--- src/rtl/periph_bus_if.sv ---
// periph_bus_if: bundle of the core memory-port signals and the peripheral-side
// select/enable/status signals handled by periph_bus_ctrl.
//   master : core/peripheral side. Drives the address, requests, ready and err_clr.
//   slave  : periph_bus_ctrl. Drives the chip-select, enables, busy and error status.
interface periph_bus_if;
    logic [31:0] mem_addr;
    logic        mem_rstrb;
    logic [3:0]  mem_wmask;
    logic [6:0]  periph_ready;
    logic        err_clr;
    logic [6:0]  cs;
    logic        rd_en;
    logic        wr_en;
    logic [3:0]  wmask_q;
    logic        mem_rbusy;
    logic        mem_wbusy;
    logic        bus_err;
    logic [1:0]  err_code;

    modport master (
        output mem_addr, mem_rstrb, mem_wmask, periph_ready, err_clr,
        input  cs, rd_en, wr_en, wmask_q, mem_rbusy, mem_wbusy, bus_err, err_code
    );

    modport slave (
        input  mem_addr, mem_rstrb, mem_wmask, periph_ready, err_clr,
        output cs, rd_en, wr_en, wmask_q, mem_rbusy, mem_wbusy, bus_err, err_code
    );
endinterface

--- src/rtl/periph_bus_ctrl.sv ---
// periph_bus_ctrl: sequences FemtoRV32 memory-port transactions onto the SoC peripherals.
// It decodes the address into a one-hot chip-select and pulses rd_en/wr_en for one cycle.
// It holds mem_rbusy/mem_wbusy for a fixed FAST_WAIT cycles, or, for handshake slaves,
// until periph_ready. A handshake that does not arrive within TIMEOUT cycles ends the
// transaction with a timeout error.
// Ports:
//   clk  system clock
//   rst  synchronous active-high reset
//   bus  periph_bus_if.slave, which carries:
//        mem_addr/mem_rstrb/mem_wmask  core request
//        periph_ready                  per-slave done, indexed like cs
//        err_clr                       clears bus_err/err_code
//        cs                            one-hot select: [6]dpram [5]uart [4]gpio [3]mult
//                                      [2]div [1]bin2bcd [0]RAM
//        rd_en/wr_en/wmask_q           one-cycle enables and the latched write mask
//        mem_rbusy/mem_wbusy           wait states back to the core
//        bus_err/err_code              sticky error, 01 unmapped, 10 timeout
module periph_bus_ctrl #(
    parameter int         FAST_WAIT = 1,
    parameter int         TIMEOUT   = 255,
    parameter logic [6:0] SLOW_MASK = 7'b0001110
) (
    input  logic         clk,
    input  logic         rst,
    periph_bus_if.slave  bus
);
    localparam logic [7:0] FAST_LAST = 8'(FAST_WAIT - 1);
    localparam logic [7:0] TO_LAST   = 8'(TIMEOUT - 1);

    typedef enum logic [1:0] {IDLE, FAST, WAIT} state_t;

    state_t     state, state_d;
    logic [6:0] cs_q, cs_d;
    logic       rd_en_q, rd_en_d;
    logic       wr_en_q, wr_en_d;
    logic [3:0] wmask_q, wmask_d;
    logic       rbusy_q, rbusy_d;
    logic       wbusy_q, wbusy_d;
    logic       err_q, err_d;
    logic [1:0] code_q, code_d;
    logic [7:0] cnt_q, cnt_d;

    logic       req_wr, req_rd;
    logic [6:0] dec;
    logic       sel_ready;
    logic       unused_addr_bits;

    // Only bit 31 and the region nibble take part in the decode.
    assign unused_addr_bits = ^{bus.mem_addr[30:20], bus.mem_addr[15:0]};

    function automatic logic [6:0] decode(input logic hi, input logic [3:0] region);
        logic [6:0] sel;
        sel = 7'b0;
        if (!hi) begin
            sel = 7'b0000001;
        end else begin
            case (region)
                4'd0:    sel = 7'b1000000;
                4'd1:    sel = 7'b0100000;
                4'd2:    sel = 7'b0010000;
                4'd3:    sel = 7'b0001000;
                4'd4:    sel = 7'b0000100;
                4'd5:    sel = 7'b0000010;
                default: sel = 7'b0000000;
            endcase
        end
        return sel;
    endfunction

    // A write wins over a simultaneous read, and the read is dropped.
    assign req_wr    = |bus.mem_wmask;
    assign req_rd    = bus.mem_rstrb & ~req_wr;
    assign dec       = decode(bus.mem_addr[31], bus.mem_addr[19:16]);
    // Only the selected slave's ready is honoured.
    assign sel_ready = |(bus.periph_ready & cs_q);

    always_comb begin
        state_d = state;
        cs_d    = cs_q;
        rd_en_d = 1'b0;
        wr_en_d = 1'b0;
        wmask_d = wmask_q;
        rbusy_d = rbusy_q;
        wbusy_d = wbusy_q;
        err_d   = err_q;
        code_d  = code_q;
        cnt_d   = cnt_q;

        // A clear is applied first so that an error raised in the same cycle overrides it.
        if (bus.err_clr) begin
            err_d  = 1'b0;
            code_d = 2'b00;
        end

        case (state)
            IDLE: begin
                if (req_wr || req_rd) begin
                    cs_d    = dec;
                    rd_en_d = req_rd;
                    wr_en_d = req_wr;
                    wmask_d = bus.mem_wmask;
                    rbusy_d = req_rd;
                    wbusy_d = req_wr;
                    cnt_d   = 8'd0;
                    state_d = (|(dec & SLOW_MASK)) ? WAIT : FAST;
                end
            end
            FAST: begin
                if (cnt_q == FAST_LAST) begin
                    rbusy_d = 1'b0;
                    wbusy_d = 1'b0;
                    state_d = IDLE;
                    if (cs_q == 7'b0) begin
                        err_d  = 1'b1;
                        code_d = 2'b01;
                    end
                end else begin
                    cnt_d = cnt_q + 8'd1;
                end
            end
            WAIT: begin
                // Ready in the last allowed cycle is checked first, so it wins over the timeout.
                if (sel_ready) begin
                    rbusy_d = 1'b0;
                    wbusy_d = 1'b0;
                    state_d = IDLE;
                end else if (cnt_q == TO_LAST) begin
                    rbusy_d = 1'b0;
                    wbusy_d = 1'b0;
                    state_d = IDLE;
                    err_d   = 1'b1;
                    code_d  = 2'b10;
                end else begin
                    cnt_d = cnt_q + 8'd1;
                end
            end
            default: state_d = IDLE;
        endcase
    end

    always_ff @(posedge clk) begin
        if (rst) begin
            state   <= IDLE;
            cs_q    <= 7'b0;
            rd_en_q <= 1'b0;
            wr_en_q <= 1'b0;
            wmask_q <= 4'b0;
            rbusy_q <= 1'b0;
            wbusy_q <= 1'b0;
            err_q   <= 1'b0;
            code_q  <= 2'b00;
            cnt_q   <= 8'd0;
        end else begin
            state   <= state_d;
            cs_q    <= cs_d;
            rd_en_q <= rd_en_d;
            wr_en_q <= wr_en_d;
            wmask_q <= wmask_d;
            rbusy_q <= rbusy_d;
            wbusy_q <= wbusy_d;
            err_q   <= err_d;
            code_q  <= code_d;
            cnt_q   <= cnt_d;
        end
    end

    assign bus.cs        = cs_q;
    assign bus.rd_en     = rd_en_q;
    assign bus.wr_en     = wr_en_q;
    assign bus.wmask_q   = wmask_q;
    assign bus.mem_rbusy = rbusy_q;
    assign bus.mem_wbusy = wbusy_q;
    assign bus.bus_err   = err_q;
    assign bus.err_code  = code_q;
endmodule

--- src/flat_wrapper.sv ---
// flat-port wrapper written by rule: the top's interface ports become plain ports
module periph_bus_ctrl_flat 
#(
    parameter int         FAST_WAIT = 1,
    parameter int         TIMEOUT   = 255,
    parameter logic [6:0] SLOW_MASK = 7'b0001110
)
  (clk, rst, bus_mem_addr, bus_mem_rstrb, bus_mem_wmask, bus_periph_ready, bus_err_clr, bus_cs, bus_rd_en, bus_wr_en, bus_wmask_q, bus_mem_rbusy, bus_mem_wbusy, bus_bus_err, bus_err_code);
  periph_bus_if bus_i ();
  input  logic clk;
  input  logic rst;
  input wire logic [$bits(bus_i.mem_addr)-1:0] bus_mem_addr;
  input wire logic [$bits(bus_i.mem_rstrb)-1:0] bus_mem_rstrb;
  input wire logic [$bits(bus_i.mem_wmask)-1:0] bus_mem_wmask;
  input wire logic [$bits(bus_i.periph_ready)-1:0] bus_periph_ready;
  input wire logic [$bits(bus_i.err_clr)-1:0] bus_err_clr;
  output wire logic [$bits(bus_i.cs)-1:0] bus_cs;
  output wire logic [$bits(bus_i.rd_en)-1:0] bus_rd_en;
  output wire logic [$bits(bus_i.wr_en)-1:0] bus_wr_en;
  output wire logic [$bits(bus_i.wmask_q)-1:0] bus_wmask_q;
  output wire logic [$bits(bus_i.mem_rbusy)-1:0] bus_mem_rbusy;
  output wire logic [$bits(bus_i.mem_wbusy)-1:0] bus_mem_wbusy;
  output wire logic [$bits(bus_i.bus_err)-1:0] bus_bus_err;
  output wire logic [$bits(bus_i.err_code)-1:0] bus_err_code;
  assign bus_i.mem_addr = bus_mem_addr;
  assign bus_i.mem_rstrb = bus_mem_rstrb;
  assign bus_i.mem_wmask = bus_mem_wmask;
  assign bus_i.periph_ready = bus_periph_ready;
  assign bus_i.err_clr = bus_err_clr;
  assign bus_cs = bus_i.cs;
  assign bus_rd_en = bus_i.rd_en;
  assign bus_wr_en = bus_i.wr_en;
  assign bus_wmask_q = bus_i.wmask_q;
  assign bus_mem_rbusy = bus_i.mem_rbusy;
  assign bus_mem_wbusy = bus_i.mem_wbusy;
  assign bus_bus_err = bus_i.bus_err;
  assign bus_err_code = bus_i.err_code;
  periph_bus_ctrl #(.FAST_WAIT(FAST_WAIT), .TIMEOUT(TIMEOUT), .SLOW_MASK(SLOW_MASK)) u_core (.clk(clk), .rst(rst), .bus(bus_i));
endmodule
--- config.mk ---
export PLATFORM = sky130hd
export DESIGN_NAME = periph_bus_ctrl_flat
export DESIGN_NICKNAME = d
export VERILOG_FILES = /design/src/rtl/periph_bus_if.sv /design/src/rtl/periph_bus_ctrl.sv /design/src/flat_wrapper.sv
export SDC_FILE = /design/constraint.sdc
export NUM_CORES = 1
export LEC_CHECK = 0
export ABC_CLOCK_PERIOD_IN_PS = 1800
export BUFFER_PORTS_ARGS = -buffer_cell sky130_fd_sc_hd__buf_4
export CORE_ASPECT_RATIO = 1.1
export CORE_MARGIN = 5
export CORE_UTILIZATION = 39
export CTS_CLUSTER_DIAMETER = 80
export DETAILED_ROUTE_END_ITERATION = 16
export GPL_TIMING_DRIVEN = 0
export MAX_ROUTING_LAYER = met4
export PLACE_DENSITY_LB_ADDON = 0.15
export SLEW_MARGIN = 15
export SYNTH_ARGS = -nofsm -noshare
export SYNTH_HDL_FRONTEND = slang
export SYNTH_SLANG_ARGS = --single-unit
--- constraint.sdc ---
create_clock -name clk -period 1.8 [get_ports clk]
set_clock_uncertainty 0.1 [all_clocks]
set_input_delay 0.27 -clock clk [delete_from_list [all_inputs] [get_ports clk]]
set_output_delay 0.27 -clock clk [all_outputs]
set_load 0.01 [all_outputs]
Yosys cells after proc, flatten, opt, wreduce, memory -nomap -nowiden
Index checks and enable logic that the tools add are counted.
{ "totals": {"reg_bits": 28, "in_bits": 47, "wordCells": 76} }
{ "op_classes": {"n_addsub": 1, "eq_ne": 14, "muxes": 32, "bitwise": 5, "reduce_logical": 14} }
{ "op_table": {"columns": ["op", "count"], "rows": [
  ["case mux 7 bit (6 select lines)", 1],
  ["two-way mux 8 bit", 4],
  ["case mux 8 bit (3 select lines)", 1],
  ["two-way mux 2 bit", 10],
  ["two-way mux 1 bit", 10],
  ["adder 8 x 1 -> 8 bit, second input constant", 1],
  ["== test 4 x 2 -> 1 bit, second input constant", 2],
  ["== test 4 x 3 -> 1 bit, second input constant", 2],
  ["== test 8 bit, second input constant", 1],
  ["logical NOT 8 bit", 1],
  ["AND 7 bit", 1],
  ["logical NOT 7 bit", 1],
  ["two-way mux 7 bit", 1],
  ["OR reduction 7 bit", 1],
  ["!= test 2 bit, second input constant", 3],
  ["case mux 1 bit (3 select lines)", 2],
  ["case mux 2 bit (3 select lines)", 1],
  ["OR reduction 3 bit", 2],
  ["AND reduction 5 bit", 1],
  ["== test 4 x 1 -> 1 bit, second input constant", 1],
  ["logical NOT 4 bit", 1],
  ["!= test 2 x 1 -> 1 bit, second input constant", 2],
  ["case mux 2 bit (2 select lines)", 1],
  ["AND reduction 4 bit", 1],
  ["other kinds (12)", 14]
]} }

Depth between registers and ports, before layout
Gate-level depths: netlist of run 1.
{ "depth": {"word_depth": 7, "mapped_depth": 7, "mapped_depth_nobuf": 7} }

Worst setup path after synthesis of run 1
Ideal clock, no wire load.
{ "synth_path": {"path_type": "register to register", "startpoint": "register u_core.cnt_q[0]", "endpoint": "register u_core.cnt_q[5]", "arrival_time_ns": 1.754, "path_slack_ns": -0.142, "path_stages_with_launch": 8, "n_path_buf": 0, "cell_sequence": "dfxtp_1 -> inv_1 -> ha_1 -> nor4b_1 -> and2_1 -> a2111oi_4 -> nand2_2 -> o32ai_2"} }
{ "synth_between": {"elab_chain_cells": 4, "elab_cells_between_ends": 10, "cone_classes": "1 x add/sub; 3 x eq/ne; 4 x mux; 2 x reduce/logical"} }
{ "synth_lines": {"columns": ["item", "line_no", "rtl"], "rows": [
  ["start, declared", "periph_bus_ctrl.sv:41", "logic [7:0] cnt_q, cnt_d;"],
  ["start signal, assigned", "periph_bus_ctrl.sv:163", "cnt_q <= cnt_d;"],
  ["adder 8 x 1 -> 8 bit", "periph_bus_ctrl.sv:118, periph_bus_ctrl.sv:134", null],
  ["two-way mux 8 bit", "periph_bus_ctrl.sv:127", "end else if (cnt_q == TO_LAST) begin"],
  ["two-way mux 8 bit", "periph_bus_ctrl.sv:123", "if (sel_ready) begin"],
  ["case mux 8 bit (3 select lines)", "periph_bus_ctrl.sv:95", "case (state)"]
]} }
Parallel ways exist; a longest one is shown, timed or not. The select of a mux whose other input is x is not followed.
A chain may end at the register's enable or synchronous reset.

Final worst setup path of run 1
{ "layout_path": {"startpoint": "register u_core.cs_q[0], in the netlist u_core.bus.cs[0]", "endpoint": "register u_core.cnt_q[3]"} }
{ "layout_between": {"elab_chain_cells": 4} }
{ "layout_lines": {"columns": ["item", "line_no", "rtl"], "rows": [
  ["start, declared", "periph_bus_ctrl.sv:33", "logic [6:0] cs_q, cs_d;"],
  ["start signal, assigned", "periph_bus_ctrl.sv:155", "cs_q <= cs_d;"],
  ["AND 7 bit", "periph_bus_ctrl.sv:75", "assign sel_ready = |(bus.periph_ready & cs_q);"],
  ["OR reduction 7 bit", "periph_bus_ctrl.sv:75", null],
  ["!= test 2 bit (no source line)", null, null],
  ["AND reduction 5 bit (no source line)", null, null]
]} }
No other way between the ends.

==> results by group, run 1 <==
Synth
  – YS warnings: 0
  – Number of synthesized flops with an enable pin: 0
  – Post-synth net total: between 200 and 250
  – Flops & latches, synth: 28
  – Library cells used by synthesis: 45
  – Asr flop ratio synth: 0
  – Post-Syn Area: approximately 1500 µm²
  – Syn Area/Cell: 8.30 µm²
  – Syn Inst Count: 177
  – Main synth FF type: dfxtp_1
  – Register area share after synthesis: 0.382

STA
  – RSZ-0062 raised after global routing: true
  – Final Setup Violations: 10
  – Fin. Hold Viols: 0
  – Least-Margin Pin Slew: around 700 ps
  – Period utilization: 1.12
  – Setup ws final: -212 ps
  – Fmax: about 500 MHz
  – Slew headroom: 0.531
  – Min Tclk post-route: between 2000 and 2500 ps
  – Setup TNS: -1550 ps
  – Max-slew violation count: 0

Floorplanning
  – Die Footprint: 5100 µm²
  – Core Footprint: about 3700 µm²
  – FP Rows: 23
  – Die width: just under 70 µm
  – Initial Util: 0.402
  – # IOs: 65
  – Chip height: between 70 and 80 µm

Pwr
  – Leak pwr: between 0.8 and 0.9 nW
  – Power per standard cell area: roughly 800 nW/µm²
  – Sw frac: 0.284
  – Cell-internal power: about 1.2 mW
  – Peak VDD IR: about 330 µV
  – Logic pwr share: 0.274
  – Power share of the sequential group: 0.415
  – Clk network pwr share: 0.311
  – Final Total Pwr: around 1.6 mW
  – Sw power: 461 µW

GRT
  – Number of global-route vias before repair: ~1500
  – Largest net degree at the start of global routing: 17
  – GRT Overall Usage: 0.174
  – First-pass GRT wire length: around 6500 µm
  – Grt ovf: 0
  – Initial antenna violation count: 0

Status
  – Status: finished, violations left
  – Violated checks: negative setup slack

Setup path
  – Worst-path fanout max: 8
  – Critical-path cell list: a222oi_1 > a31oi_2 > a2111o_2 > a21oi_2 > o32ai_1
  – Buf+Inv Stages, Crit Path: 0
  – Worst reg-to-reg setup slack: -210 ps
  – Slowest stage delay, CP: 600 ps
  – Startpoint types: register
  – Top delay family on crit path: compound AO/OA/AOI/OAI gates
  – CP required: between 1500 and 2000 ps
  – Arr. time, crit path: between 2000 and 2500 ps
  – CP endpoint kind: register
  – Kind of critical path: register to register
  – CP max stage cell: a2111o_2

Detailed routing
  – Final WL: just over 4000 µm
  – Via/cell ratio: roughly 5.4
  – Initial DRC count: 133
  – Remaining routing DRC violations: 0
  – Drt wl/cell: between 10 and 15 µm
  – Antenna viol nets, final: 0
  – Total number of vias: 1492
  – Initial DRT Pass Iterations: 4

Job
  – Number of max-cap violations: 0

Clock tree
  – CTS tree: built
  – Clock Latency Late Sink: 280 ps
  – CTS sink count: 28
  – Register clock-pin slew on the reported worst setup and hold paths: around 100 ps
  – Clock root cell: clkbuf_8
  – Clock Path Buffers: 2
  – CTS H-tree lvls: 1
  – CTS buffer count: 3
  – Hold buffers post-CTS: 0

Finish
  – Nets: 280
  – Layout area overhead: 39.4%
  – Fraction of final layout cells sized beyond drive strength 1: 0.387
  – Most frequent cells in the layout: 45 x buf_4, 23 x nand2_1, 19 x dfxtp_1, 18 x a21oi_1, 9 x inv_1
  – Diode count: 0
  – Final Util: 0.560
  – Most common cell after layout, fill and taps aside: buf_4

Placement
  – Placed wire-length estimate: between 3000 and 4000 µm
  – Number of port buffers: 37
  – Final Wtd Congestion: between 0.8 and 0.9

Worst hold path
  – Tightest Hold Check Type: primary input to register
## worst reg2reg max path, stage by stage, from the launching register on
cell and delay, ps:
dfxtp_2 330, a222oi_1 420, a31oi_2 210, a2111o_2 600
a21oi_2 150, o32ai_1 80
## power groups by stage
stage	logic [mW]	registers, mW	clock network [mW]
detailed placement	0.388	0.694	0
finish	0.444	0.673	0.504
global route	0.489	0.677	0.543
global placement	0.378	0.692	0
floorplan	0.241	0.700	0
CTS	0.432	0.673	0.517
## timing repair
item	in CTS	in global routing
resized for setup	14	10
setup endpoints to repair	14	15
pin swaps	5	7
setup buffers	7	1
## synthesized netlist by cell type (all sizes together), types with 3 or more instances
library cell	number	share of area
nor2	8	0.020
buf	3	0.0094
dfxtp	28	0.38
nand3	7	0.024
nor2b	3	0.013
nor3	3	0.010
nand2	24	0.063
and2	3	0.013
or3	7	0.030
clkbuf	3	0.0077
o32ai	7	0.047
inv	12	0.031
a21oi	25	0.085
ha	7	0.060
## final timing paths
path,from,to,depth (start not counted)
max,u_core.bus.cs[0],u_core.cnt_q[3],5
min,bus_mem_addr[31],u_core.bus.cs[0],2
max reg2reg,u_core.bus.cs[0],u_core.cnt_q[3],5
min reg2reg,u_core.bus.mem_wbusy,u_core.bus.mem_wbusy,2
## metal layers
metal  part of all wire  track usage  vias up
met5                  0            -        -
met4              0.017       0.0596        0
met3              0.023       0.0272        8
met2               0.55        0.328       27
li1                   -            -      746
met1               0.41        0.178      711
## metrics by stage
step	setup slack (ps)	hold slack [ps]	instances	cell area (µm²)
6_report	-212	68.3	275	2050
5_1_grt	-312	71.7	275	2050
4_1_cts	-191	65.8	274	2010
3_5_place_dp	-321	354	264	1850
3_3_place_gp	-296	345	264	1850
2_1_floorplan	-22.3	258	177	1510
## flip-flops by register name, indices dropped and copies added, names as in the netlist, 2 cells and up
register and flops:
u_core.bus.cs 7, u_core.cnt_q 8, u_core.state 2, u_core.bus.wmask_q 4, u_core.bus.err_code 2
## logic make-up (layout without fill, tap and decap cells)
family | after synthesis | count (layout) | share of synthesized area
buf+inv | 18 | 66 | 0.0477
flops | 28 | 28 | 0.382
fa+ha+maj | 7 | 7 | 0.0596
simple gates | 76 | 76 | 0.282
compound gates | 48 | 48 | 0.229
## final cells by class
type	count	area [µm²]
multi-input combinational	131	933
timing repair buffer	45	338
sequential	28	577
buffer	5	21.3
clock buffer	3	41.3
tap	50	62.6
fill	350	1610
clock inverter	1	30.0
inverter	12	45.0
Power figures use the tool's default switching activity.
==> inputs of run 2 (changes only) <==
--- a/config.mk
+++ b/config.mk
@@ -7,9 +7,10 @@
 export LEC_CHECK = 0
 export ABC_CLOCK_PERIOD_IN_PS = 1800
 export BUFFER_PORTS_ARGS = -buffer_cell sky130_fd_sc_hd__buf_4
-export CORE_ASPECT_RATIO = 1.1
+export CORE_ASPECT_RATIO = 1.5
 export CORE_MARGIN = 5
 export CORE_UTILIZATION = 39
+export CTS_BUF_LIST = sky130_fd_sc_hd__clkbuf_8
 export CTS_CLUSTER_DIAMETER = 80
 export DETAILED_ROUTE_END_ITERATION = 16
 export GPL_TIMING_DRIVEN = 0
==> run 2 against run 1 <==
Total power fell by 6.9%. Global-route usage is 0.33 points higher. Setup slack got worse by 4.2 ps. Critical path type unchanged. Die area increased by 0.47%. Maximum frequency shrank 0.21%. Register-to-register slack barely moved. Worst hold slack improved by 4.6 ps. Largest power group unchanged. Final area is 2.7% higher. Combinational power grew 12%. Via count is 4.7% higher. Clock-buffer cell count unchanged. The run still ends with negative setup slack left.
==> results by group, run 2 (synthesis results as in run 1) <==
Status
  – Status: finished, violations left
  – Violated checks: negative setup slack

Clock tree
  – CTS tree: built
  – Register clock-pin slew on the reported worst setup and hold paths: 90 ps (about the same)
  – CTS H-tree lvls: 1 (unchanged)
  – CTS sink count: 28 (unchanged)
  – Clock root cell: clkbuf_8
  – Clock Latency Late Sink: 270 ps (about the same)
  – Clock Path Buffers: 2 (unchanged)
  – CTS buffer count: 3 (unchanged)

GRT
  – First-pass GRT wire length: 6950 µm (+6.1%)
  – Largest net degree at the start of global routing: 15 (-2)
  – Number of global-route vias before repair: 1548 (+4.2%)
  – GRT Overall Usage: 0.177 (+0.00326)
  – Grt ovf: 0 (unchanged)
  – Initial antenna violation count: 0 (unchanged)

Finish
  – Diode count: 0 (unchanged)
  – Largest register by flop count: u_core.cnt_q
  – Most frequent cells in the layout: 50 x buf_4, 22 x nand2_1, 18 x dfxtp_1, 17 x a21oi_1, 8 x a21oi_2
  – Layout area overhead: 43.2%
  – Final Util: 0.576 (+0.0161)
  – Fraction of final layout cells sized beyond drive strength 1: 0.441 (+0.0544)
  – Max FFs per register: 8 (unchanged)
  – Most common cell after layout, fill and taps aside: buf_4
  – Nets: 285 (+1.8%)

Detailed routing
  – Final WL: 4300 µm (+6.8%)
  – Initial DRT Pass Iterations: 6 (+2)
  – Total number of vias: 1562 (+4.7%)
  – Antenna viol nets, final: 0 (unchanged)
  – Drt wl/cell: 15.8 µm (+8.0%)
  – Initial DRC count: 51 (-62%)
  – Remaining routing DRC violations: 0 (unchanged)
  – Via/cell ratio: 5.74 (+5.8%)

Setup path
  – Startpoint types: register
  – Kind of critical path: register to register
  – CP required: 1900 ps (+40 ps)
  – Arr. time, crit path: 2110 ps (+40 ps)
  – Critical-path cell list: a222oi_1 > a31oi_2 > a2111oi_4 > buf_4 > nand4b_1 > a21oi_1
  – Worst-path fanout max: 3 (-5)
  – Slowest stage delay, CP: 440 ps (-160 ps)
  – CP endpoint kind: register
  – CP max stage cell: a2111oi_4

Placement
  – Final Wtd Congestion: 0.873 (+2.2%)
  – Number of port buffers: 37 (unchanged)
  – DP Worst Slack: -287 ps (+33.9 ps)
  – Placed wire-length estimate: 3210 µm (+5.7%)

Pwr
  – Leak pwr: 0.836 nW (+2.9%)
  – Peak VDD IR: 521 µV (+59%)
  – Power per standard cell area: 717 nW/µm² (-9.3%)

STA
  – Slew headroom: 0.539 (+0.00808)
  – Setup ws final: -216 ps (-4.17 ps)
  – Setup TNS: -1500 ps (+49.3 ps)
  – Max-slew violation count: 0 (unchanged)
  – Least-Margin Pin Slew: 685 ps (-12.0 ps)
  – Fin. Hold Viols: 0 (unchanged)
  – Min Tclk post-route: 2020 ps (+4.17 ps)
  – RSZ-0062 raised after global routing: true
  – Hold WS: 73.0 ps (+4.65 ps)
  – Fmax: 496 MHz (-0.21%)
  – Final Setup Violations: 10 (unchanged)
  – Period utilization: 1.12 (+0.00232)

Floorplanning
  – Chip height: 85.2 µm (+15%)
  – FP Rows: 27 (+17%)
  – Initial Util: 0.403 (+0.000689)
  – Core Footprint: 3650 µm² (-0.17%)
  – Die width: 60.1 µm (-12%)
  – # IOs: 65 (unchanged)
  – Die Footprint: 5120 µm² (+0.47%)

Worst hold path
  – Tightest Hold Check Type: primary input to register

Job
  – Number of max-cap violations: 0 (unchanged)
run 2: what timing repair did:
item / CTS / global route
hold buffers: 0 / 0
buffers inserted: 4 / 9
pin swaps: 11 / 14
hold endpoints to repair: 0 / 0
resized for setup: 13 / 25
setup endpoints to repair: 16 / 16
run 2: per-layer routing:
| layer | share of wire | vias up | GRT usage |
|---|---|---|---|
| met2 | 0.57 | 37 | 0.318 |
| li1 | - | 757 | - |
| met4 | 0.032 | 0 | 0.0786 |
| met3 | 0.026 | 19 | 0.0213 |
| met5 | 0 | - | - |
| met1 | 0.37 | 749 | 0.186 |
run 2: final timing paths:
kind                              from              endpoint  slack (ps)  depth (start not counted)
setup reg to reg      u_core.bus.cs[0]       u_core.cnt_q[2]        -220                          6
setup / recovery      u_core.bus.cs[0]       u_core.cnt_q[2]        -220                          6
hold / removal        bus_mem_addr[31]      u_core.bus.cs[0]          70                          2
hold reg to reg   u_core.bus.mem_wbusy  u_core.bus.mem_wbusy         360                          2
run 2: critical path, delay by kind of cell, from the launching register on:
kind                   cells  cell delay [ps]
AO/OA/AOI/OAI              4             1230
AND/OR/NAND/NOR            1              100
buffers and inverters      1              180
flip-flops                 1              330
run 2: through the flow:
step	instances	cell area [µm²]	total power [mW]
5_1_grt	272	2100	1.59
4_1_cts	263	1960	1.45
6_report	272	2100	1.51
2_1_floorplan	177	1510	0.941
3_3_place_gp	257	1840	1.07
3_5_place_dp	257	1840	1.08
run 2: final cells by class:
type / instances / area [µm²]
timing repair buffer: 50 / 375
buffer: 5 / 21.3
sequential: 28 / 581
clock buffer: 3 / 41.3
tap: 43 / 53.8
multi-input combinational: 131 / 983
inverter: 12 / 47.5
fill: 338 / 1550
run 2: where the power goes:
group | switching (mW) | leakage, nW | internal [mW] | total, mW
combinational | 0.257 | 0.581 | 0.241 | 0.499
sequential | 0.0213 | 0.233 | 0.652 | 0.673
clock | 0.187 | 0.0216 | 0.150 | 0.337
